$ cat config.mk
export PLATFORM = sky130hd
export DESIGN_NAME = pattern_tx_8
export DESIGN_NICKNAME = d
export VERILOG_FILES = /design/src/rtl/pattern_tx_8.sv
export SDC_FILE = /design/constraint.sdc
export NUM_CORES = 1
export LEC_CHECK = 0
export BUFFER_PORTS_ARGS = -buffer_cell sky130_fd_sc_hd__buf_2
export CAP_MARGIN = 0
export CORE_ASPECT_RATIO = 0.9
export CORE_UTILIZATION = 45
export CTS_CLUSTER_DIAMETER = 40
export DETAILED_ROUTE_END_ITERATION = 8
export PLACE_DENSITY = 0.72
export SLEW_MARGIN = 20
export SYNTH_ARGS = -nofsm -noshare
export SYNTH_HDL_FRONTEND = slang
export SYNTH_SLANG_ARGS = --single-unit
$ cat constraint.sdc
create_clock -name clk -period 3 [get_ports clk]
set_input_delay 0.75 -clock clk [delete_from_list [all_inputs] [get_ports clk]]
set_output_delay 0.75 -clock clk [all_outputs]
set_load 0.01 [all_outputs]
$ cat src/rtl/pattern_tx_8.sv
// pattern_tx_8: serialises an 8-bit word onto x, one bit per cycle. Alongside it
// the block predicts the response of a "01" detector that watches x all the time,
// and counts those predicted pulses for each frame.
//
// state | meaning
// IDLE  | ready for a load; x low, x_vld low
// SHIFT | presents bit_idx 0..7 of the captured word on x, one per cycle
// DONE  | one cycle of tx_done, then back to IDLE
module pattern_tx_8 #(
    parameter int LSB_FIRST = 1
) (
    input  logic       clk,
    input  logic       rst,
    input  logic       load,
    input  logic [7:0] din,
    output logic       ready,
    output logic       x,
    output logic       x_vld,
    output logic       exp_y,
    output logic       tx_done,
    output logic [2:0] edge_cnt
);

    typedef enum logic [1:0] {
        IDLE  = 2'd0,
        SHIFT = 2'd1,
        DONE  = 2'd2
    } state_t;

    state_t     state, state_nxt;
    logic [7:0] shift_reg, shift_reg_nxt;
    logic [2:0] bit_idx, bit_idx_nxt;
    logic       prev_x;
    logic       hist_ok;
    logic       accept;
    logic       ready_nxt;
    logic       x_nxt;
    logic       x_vld_nxt;
    logic       tx_done_nxt;
    logic       exp_y_nxt;

    // Position i of the frame is din[i] when LSB_FIRST, din[7-i] otherwise.
    function automatic logic pick(input logic [7:0] w, input logic [2:0] i);
        if (LSB_FIRST != 0) begin
            return w[i];
        end
        return w[3'd7 - i];
    endfunction

    // State register.
    always_ff @(posedge clk or negedge rst) begin
        if (!rst) begin
            state <= IDLE;
        end else begin
            state <= state_nxt;
        end
    end

    // Next state and next values of every registered output.
    always_comb begin
        state_nxt     = state;
        shift_reg_nxt = shift_reg;
        bit_idx_nxt   = bit_idx;
        accept        = 1'b0;
        ready_nxt     = 1'b0;
        x_nxt         = 1'b0;
        x_vld_nxt     = 1'b0;
        tx_done_nxt   = 1'b0;
        case (state)
            IDLE: begin
                if (load && ready) begin
                    accept        = 1'b1;
                    shift_reg_nxt = din;
                    bit_idx_nxt   = 3'd0;
                    state_nxt     = SHIFT;
                    x_nxt         = pick(din, 3'd0);
                    x_vld_nxt     = 1'b1;
                end else begin
                    ready_nxt = 1'b1;
                end
            end
            SHIFT: begin
                if (bit_idx == 3'd7) begin
                    state_nxt   = DONE;
                    bit_idx_nxt = 3'd0;
                    tx_done_nxt = 1'b1;
                end else begin
                    bit_idx_nxt = bit_idx + 3'd1;
                    x_nxt       = pick(shift_reg, bit_idx + 3'd1);
                    x_vld_nxt   = 1'b1;
                end
            end
            DONE: begin
                state_nxt = IDLE;
                ready_nxt = 1'b1;
            end
            default: begin
                state_nxt = IDLE;
                ready_nxt = 1'b1;
            end
        endcase
        // Next cycle's prev_x is today's x, and history is valid after any edge.
        exp_y_nxt = x_nxt & ~x;
    end

    // Datapath, history and output registers.
    always_ff @(posedge clk or negedge rst) begin
        if (!rst) begin
            shift_reg <= 8'h00;
            bit_idx   <= 3'd0;
            ready     <= 1'b1;
            x         <= 1'b0;
            x_vld     <= 1'b0;
            tx_done   <= 1'b0;
            exp_y     <= 1'b0;
            prev_x    <= 1'b0;
            hist_ok   <= 1'b0;
            edge_cnt  <= 3'd0;
        end else begin
            shift_reg <= shift_reg_nxt;
            bit_idx   <= bit_idx_nxt;
            ready     <= ready_nxt;
            x         <= x_nxt;
            x_vld     <= x_vld_nxt;
            tx_done   <= tx_done_nxt;
            exp_y     <= exp_y_nxt;
            prev_x    <= x;
            hist_ok   <= 1'b1;
            if (accept) begin
                edge_cnt <= 3'd0;
            end else if (exp_y && hist_ok && (edge_cnt < 3'd4)) begin
                edge_cnt <= edge_cnt + 3'd1;
            end
        end
    end

endmodule

==> results.txt <==
Num rows = 15
CTS tree = done
CP Cell Sequence = buf_2
PwrDens = 1032 nW/µm²
Post-route cell area = 1074 µm²
Pleak = 0.5421 nW
DP Worst Slack = 1296 ps
Syn nets = 81
Largest register FFs = 8
Die height = 44.89 µm
Commonest cells in the netlist = dfrtp_1 (21), mux2_1 (7), nor2_1 (4)
Dpl cell area = 1037 µm²
CP delay by family, top = flip-flops
Critical path capture point type = output port
# resized after CTS = 0
Final worst path period need = 1729 ps
I/O pin count = 19
Dominant cell type by area after synthesis = dfrtp_1
Count of buffers from port buffering = 18
DRC = 0
Final period util = 57.63%
Gate Count Post-Synth = 67
Initial Util = 48.04%
Post-synth cell types = 26
Die area = 2229 µm²
Nets = 104
GP Congestion = 0.7029
Synth Cell Area = 919.6 µm²
Register bit total from synthesis = 22
Synthesis-to-finish area growth = 16.73%
Post-Layout Cell Count = 114
Fin. Hold Viols = 0
Worst Path Buf+Inv = 1
Total Routed Length = 1.424 mm
GR Util met1 = 18.40%
Syn Area/Cell = 13.73 µm²
Total grt overflow = 0
Fmax = 578.4 MHz
Peak supply drop = 0.4362 mV
Kind of critical path = reg -> out
Status = complete, no violations
Yosys top cell area share = 57.14%
Initial antenna violation count = 0
Clk buf depth = 2
Worst min path class = in -> async
# hold bufs at CTS = 0
Layout cells sized above 1 = 33.71%
Post-route clock skew = 5.734 ps
Number of max-cap violations = 0
CTS H-tree lvls = 1
Top-count cell post-synth = dfrtp_1
Worst path slowest cell = dfstp_2
Core Util, Final = 56.08%
CTS Sinks = 22
Pre-antenna DRT Iters = 4
Routing usage on met2 = 28.11%
Worst-path clk slew = 120 ps
Final Power = 1.107 mW
RSZ-0062 raised after global routing = no
Largest net degree at the start of global routing = 23
Asr flop ratio synth = 100.0%
DR vias = 573
Required time worst endpoint = 2250 ps
Die X = 49.65 µm
Placed Cells = 110
Largest cells by area after synthesis = dfrtp_1 (57%), mux2_1 (8.6%), ha_1 (4.1%), mux2i_1 (3.3%), dfstp_2 (2.9%)
CORE AREA = 1914 µm²
Number of synthesized flops with an enable pin = 0
ANT cells = 0
Final setup viols = 0
First-pass GRT wire length = 2.532 mm
Yosys warns = 0
Via/cell ratio = 5.026
Number of DRC markers in iteration 0 = 3
Final WS setup = 1271 ps
Hold_ws = 380.8 ps
Setup bufs post-CTS = 0
Vias in the first global route = 593
Worst stage delay on the critical path = 550 ps
Final ANT Viol Nets = 0
Met3 usage = 3.030%
Total track usage = 16.03%
Fin. max-slew vios = 0
Cts bufs inserted = 3
CP Launch Type = flip-flop
Clock Latency Late Sink = 310 ps
Data arrival time at the worst-slack endpoint = 980 ps
Root buf cell = clkbuf_4
Register area share after synthesis = 60.00%
CP max FO = 3
Synth Flop Type = dfrtp_1
WL/cell = 12.49 µm
Busiest metal layer after global routing = met2
Sum of negative setup slack = 0 ps
-- routing by layer --
layer,wire [µm],vias up
met5,0,-
met4,42,0
met3,56,5
met2,678,17
met1,647,278
li1,-,273
-- report_power, final --
group	internal, mW	leakage (nW)	switching [mW]	total (mW)
Clock	0.0741	0.0210	0.0870	0.161
Combinational	0.227	0.251	0.211	0.438
Sequential	0.429	0.270	0.0800	0.509
Total	0.730	0.542	0.378	1.11
-- worst paths after layout --
check,start,endpoint,slack [ps],depth (start not counted)
max in group asynchronous,rst,ready,2270,1
max reg2reg,bit_idx[0],exp_y,1390,5
max,ready,ready,1270,1
min reg2reg,x,exp_y,440,1
min,rst,bit_idx[2],380,1
min in group clk,x,exp_y,440,1
-- kinds of logic (layout without fill, tap and decap cells) --
family                   after synthesis  in the layout  share of synthesized area (%)
other                                  1              1                         0.4078
XOR/XNOR                               1              1                         0.9526
buffers and inverters                  3             25                          2.041
flip-flops                            22             22                          60.00
adder cells (fa/ha/maj)                3              3                          4.082
AO/OA/AOI/OAI                          7              7                          5.850
multiplexers                          12             12                          15.51
AND/OR/NAND/NOR                       18             18                          11.16
-- cells in the final DEF (no fill, tap or decap), types with 2 or more instances in the layout --
cell / netlist / layout
ha_1: 3 / 3
and2_1: 2 / 2
nand2_1: 3 / 3
a22o_1: 2 / 2
clkbuf_4: 0 / 3
inv_1: 2 / 2
dfrtp_1: 21 / 21
a21oi_1: 2 / 2
or2_1: 3 / 3
buf_2: 0 / 18
mux2i_1: 3 / 3
nor2_1: 4 / 4
mux2_1: 7 / 7
-- cell type report --
cell class | count | area, µm²
Timing Repair Buffer | 19 | 97.59
Sequential cell | 22 | 551.8
Clock buffer | 4 | 36.28
Tap cell | 25 | 31.28
Fill cell | 184 | 840.8
Inverter | 2 | 7.507
Multi-Input combinational cell | 42 | 349.1
(Power assumes the default switching activity.)
